--- config.mk ---
export PLATFORM = sky130hd
export DESIGN_NAME = bcd_scan_counter_flat
export DESIGN_NICKNAME = d
export VERILOG_FILES = /design/src/rtl/bcd_scan_counter_if.sv /design/src/rtl/bcd_scan_counter.sv /design/src/flat_wrapper.sv
export SDC_FILE = /design/constraint.sdc
export NUM_CORES = 1
export LEC_CHECK = 0
export BUFFER_PORTS_ARGS = -buffer_cell sky130_fd_sc_hd__buf_2
export CAP_MARGIN = 40
export CELL_PAD_IN_SITES_DETAIL_PLACEMENT = 2
export CELL_PAD_IN_SITES_GLOBAL_PLACEMENT = 2
export CORE_MARGIN = 2
export CORE_UTILIZATION = 40
export DETAILED_ROUTE_END_ITERATION = 8
export PLACE_DENSITY_LB_ADDON = 0.1
export SLEW_MARGIN = 20
export SYNTH_ARGS = -nofsm -noshare
export SYNTH_HDL_FRONTEND = slang
export SYNTH_SLANG_ARGS = --single-unit
--- constraint.sdc ---
create_clock -name clk -period 3.01 [get_ports clk]
set_input_delay 0.4515 -clock clk [delete_from_list [all_inputs] [get_ports clk]]
set_output_delay 0.4515 -clock clk [all_outputs]
set_load 0.01 [all_outputs]
--- src/rtl/bcd_scan_counter_if.sv ---
// Control/display bundle for bcd_scan_counter.
// master drives count controls, slave drives display outputs.
interface bcd_scan_counter_if;
  logic       en;
  logic       up;
  logic       clear;
  logic [3:0] bcd;
  logic [3:0] an;
  logic       wrap;

  modport master (
    output en, up, clear,
    input  bcd, an, wrap
  );

  modport slave (
    input  en, up, clear,
    output bcd, an, wrap
  );
endinterface

--- src/rtl/bcd_scan_counter.sv ---
// Four-digit BCD up/down counter with display scan mux.
// Optional leading-zero blanking: BCD_SCAN_LEADING_ZERO_BLANK_EN.
module bcd_scan_counter #(
  parameter int TICK_DIV = 50_000_000,
  parameter int SCAN_DIV = 100_000
) (
  input logic           clk,
  input logic           rst_n,
  bcd_scan_counter_if.slave bus
);

  localparam int PW = (TICK_DIV > 1) ? $clog2(TICK_DIV) : 1;
  localparam int SW = (SCAN_DIV > 1) ? $clog2(SCAN_DIV) : 1;
  localparam logic [PW-1:0] P_MAX = PW'(TICK_DIV - 1);
  localparam logic [SW-1:0] S_MAX = SW'(SCAN_DIV - 1);

  typedef enum logic [1:0] {
    S0 = 2'd0,
    S1 = 2'd1,
    S2 = 2'd2,
    S3 = 2'd3
  } sel_e;

  logic [PW-1:0]   pcnt_q, pcnt_d;
  logic [SW-1:0]   scnt_q, scnt_d;
  sel_e            sel_q, sel_d;
  logic [3:0][3:0] d_q, d_d;
  logic            wrap_q, wrap_d;
  logic            tick;
  logic            cy;

  assign tick = bus.en && (pcnt_q == P_MAX);

  always_comb begin
    pcnt_d = pcnt_q;
    d_d    = d_q;
    wrap_d = 1'b0;
    cy     = 1'b1;
    if (bus.clear) begin
      pcnt_d = '0;
      d_d    = '0;
    end else begin
      if (bus.en)
        pcnt_d = tick ? '0 : pcnt_q + 1'b1;
      if (tick) begin
        // ripple carry/borrow; cy survives only if every digit rolled
        for (int i = 0; i < 4; i++) begin
          if (cy) begin
            if (bus.up) begin
              if (d_q[i] == 4'd9) d_d[i] = 4'd0;
              else begin
                d_d[i] = d_q[i] + 4'd1;
                cy     = 1'b0;
              end
            end else begin
              if (d_q[i] == 4'd0) d_d[i] = 4'd9;
              else begin
                d_d[i] = d_q[i] - 4'd1;
                cy     = 1'b0;
              end
            end
          end
        end
        wrap_d = cy;
      end
    end
  end

  always_comb begin
    scnt_d = scnt_q + 1'b1;
    sel_d  = sel_q;
    if (scnt_q == S_MAX) begin
      scnt_d = '0;
      unique case (sel_q)
        S0: sel_d = S1;
        S1: sel_d = S2;
        S2: sel_d = S3;
        S3: sel_d = S0;
      endcase
    end
  end

  always_ff @(posedge clk or negedge rst_n) begin
    if (!rst_n) begin
      pcnt_q <= '0;
      scnt_q <= '0;
      sel_q  <= S0;
      d_q    <= '0;
      wrap_q <= 1'b0;
    end else begin
      pcnt_q <= pcnt_d;
      scnt_q <= scnt_d;
      sel_q  <= sel_d;
      d_q    <= d_d;
      wrap_q <= wrap_d;
    end
  end

  logic [3:0] bcd_o;

  always_comb begin
    bcd_o = d_q[sel_q];
`ifdef BCD_SCAN_LEADING_ZERO_BLANK_EN
    unique case (sel_q)
      S1: if (d_q[3] == 0 && d_q[2] == 0 && d_q[1] == 0)
            bcd_o = 4'hF;
      S2: if (d_q[3] == 0 && d_q[2] == 0)
            bcd_o = 4'hF;
      S3: if (d_q[3] == 0)
            bcd_o = 4'hF;
      default: ;
    endcase
`endif
  end

  assign bus.bcd  = bcd_o;
  assign bus.an   = ~(4'b0001 << sel_q);
  assign bus.wrap = wrap_q;

endmodule

--- src/flat_wrapper.sv ---
// flat-port wrapper written by rule: the top's interface ports become plain ports
module bcd_scan_counter_flat 
#(
  parameter int TICK_DIV = 50_000_000,
  parameter int SCAN_DIV = 100_000
)
  (clk, rst_n, bus_en, bus_up, bus_clear, bus_bcd, bus_an, bus_wrap);
  bcd_scan_counter_if bus_i ();
  input logic clk;
  input logic rst_n;
  input wire logic [$bits(bus_i.en)-1:0] bus_en;
  input wire logic [$bits(bus_i.up)-1:0] bus_up;
  input wire logic [$bits(bus_i.clear)-1:0] bus_clear;
  output wire logic [$bits(bus_i.bcd)-1:0] bus_bcd;
  output wire logic [$bits(bus_i.an)-1:0] bus_an;
  output wire logic [$bits(bus_i.wrap)-1:0] bus_wrap;
  assign bus_i.en = bus_en;
  assign bus_i.up = bus_up;
  assign bus_i.clear = bus_clear;
  assign bus_bcd = bus_i.bcd;
  assign bus_an = bus_i.an;
  assign bus_wrap = bus_i.wrap;
  bcd_scan_counter #(.TICK_DIV(TICK_DIV), .SCAN_DIV(SCAN_DIV)) u_core (.clk(clk), .rst_n(rst_n), .bus(bus_i));
endmodule
==> metrics.txt <==
Routed wire per std cell=about 19 µm; Critical Path Slowest Stage Cell=dfrtp_1; Peak VDD IR=0.320 mV; Clk Latency, worst-skew pair=about 350 ps; worst-path fanout max=10; CP endpoint kind=flip-flop; largest delay contributor family on the critical path=simple AND/OR/NAND/NOR gates; Final GP Congestion=about 0.87; area grow syn2layout=9.08%; CTS Root Cell=clkbuf_8; Bufs and invs on worst path=1; endpoints failing hold=0; cell with the most instances after synthesis=nor2_1; First-pass DRT Iterations=4; flops & latches, synth=slightly above 60; grt ovf=0; sequential area share after synthesis=38.7%; Post-route DRC=0; Cells after Synth=438; CP arrival=around 2800 ps; DP HPWL=8.27 mm; Cell Area, Placed=0.00421 mm²; Tcrit/Tclk final=a little under nine tenths; CP cell instances=inv_1 > ha_1 > nor4b_1 > nor2_1 > nor4_4 > o21ai_1 > a32o_1; Sink Count=62; Cell Area, Synth=0.00401 mm²; core area=~0.0098 mm²; Post-Syn Nets=~470; cell row count=36; final-report max-slew violation count=0; status=finished, final reports clean; post-route clock skew=between 10 and 15 ps; vias per cell=between 5 and 6; max-cap violations=0; chip width=~100 µm; # IOs=14; antenna diode count=0; top-area cell type share of the netlist area=about 39%; die area=0.0108 mm²; final setup TNS=0 ps; CTS Buffer Depth=2; share of cells above drive strength 1=a little under a tenth; CP max stage delay=~520 ps; FFs w/ async S/R, synth=100%; post-CTS setup buffers=0; Ys Warns=0; drt total wl=between 10 and 15 mm; Starting Density=between 40% and 50%; fin nets=roughly 480; total CTS buffers=9; Reg clk slew, reported paths=roughly 80 ps; Peak Freq=389 MHz; initial antenna violation count=0; unrepaired setup endpoints after global routing=no; Finished Cell Area=about 0.0044 mm²; Synth area leader=dfrtp_1; # H-tree levels=3; post-CTS sizing=0; Iter 0 DRT Violations=103; Worst Path Required=approximately 3300 ps; CTS tree=built; Hold Crit Class=input pin to flip-flop; GRT Util Overall=22.3%; first-pass GRT wire length=about 19 mm; Synth cell types=57; Routed Antenna Nets=0; Synth area leaders=dfrtp_1, ha_1, nor2_1; leakage=between 1.5 and 2 nW; Main synth FF type=dfrtp_1; category of the worst setup path launch point=flip-flop; Die Y=approximately 100 µm; post-layout min period=between 2000 and 3000 ps; crit path kind=flip-flop to flip-flop; number of synthesized flops with an enable pin=0; worst slew pin tran=approximately 720 ps; number of global-route vias before repair=around 3800; via count=approximately 3400; synthesized area per cell=between 9 and 10 µm²; # setup viols final=0; most common library cells after synthesis=nor2_1, dfrtp_1, nand2_1; largest net degree at the start of global routing=33; pwr/cell area=roughly 350 mW/mm²; Buffers on Ports=13; relative slew slack=about half
-- layer usage --
layer	part of all wire [%]	global-route usage, %	vias up	wire length [µm]
met5	0	0	-	0
met4	0.86	4.83	0	97
met3	2.1	4.01	9	236
met2	50	39.1	25	5650
met1	47	28.9	1738	5320
li1	-	-	1578	-
-- flip-flops by register name, summed over array words and instances (netlist names) --
signal	flops
u_core.pcnt_q	26
u_core.sel_q	2
u_core.bus.wrap	1
u_core.d_q	16
u_core.scnt_q	17
-- tightest hold or removal path, cell delays in order --
cell     delay, ps
buf_2          160
nand3_1         90
a21oi_1         60
-- cells by family (layout without fill, tap and decap cells) --
family / Yosys count / after routing / synth area share, %
muxes: 13 / 13 / 4.62
DFF: 62 / 62 / 38.7
adders and majority gates: 23 / 23 / 7.17
and+or+nand+nor: 197 / 197 / 26.6
AOI/OAI and AO/OA: 60 / 60 / 10.2
xor gates and xnor gates: 38 / 38 / 8.30
buffers and inverters: 45 / 60 / 4.46
-- path summary, 6_finish.rpt --
kind | cells after the start | slack, ps | start | end
max reg2reg | 7 | 440 | u_core.d_q[4] | u_core.d_q[10]
max | 7 | 440 | u_core.d_q[4] | u_core.d_q[10]
max in group asynchronous | 3 | 1750 | rst_n | u_core.pcnt_q[21]
min | 3 | 460 | bus_en | u_core.pcnt_q[1]
min reg2reg | 1 | 470 | u_core.scnt_q[0] | u_core.scnt_q[0]
min in group asynchronous | 2 | 510 | rst_n | u_core.pcnt_q[12]
-- report_power, final --
| part | internal [mW] | switching, mW |
|---|---|---|
| sequential | 0.835 | 0.00309 |
| combinational | 0.0197 | 0.0578 |
| clock | 0.310 | 0.322 |
| total | 1.16 | 0.383 |
-- cell usage in the layout (no fill, tap or decap), types with 11 or more instances in the layout --
cell / instances
a21oi_1: 11
buf_2: 13
dfrtp_1: 62
ha_1: 23
inv_1: 22
nand2_1: 28
nand3_1: 24
nand4_1: 17
nor2_1: 63
nor3_1: 14
xnor2_1: 20
xor2_1: 18
-- area by class of cell --
type	instances	area (µm²)
clock buffer	12	145
clock inverter	2	10.0
fill	1137	5400
inverter	25	93.8
multi-input combinational	331	2280
sequential	62	1550
tap	133	166
timing repair buffer	21	128
-- timing repair --
item                                    CTS  global route
endpoints found under the hold margin     9             0
endpoints found under the setup margin    0             0
hold buffers                              1             0
-- stage by stage --
stage / worst slack (ps) / std cells / hold slack [ps] / total power, mW / util, %
floorplan: 836 / 438 / 156 / 0.893 / -
global placement: 639 / 571 / 324 / 0.929 / 43.1
detailed placement: 486 / 571 / 335 / 0.933 / 43.1
CTS: 460 / 586 / 454 / 1.58 / 44.8
global route: 193 / 586 / 509 / 1.61 / 44.8
finish: 436 / 586 / 462 / 1.55 / 44.8
Note: power is estimated with default switching activity, not from simulation.
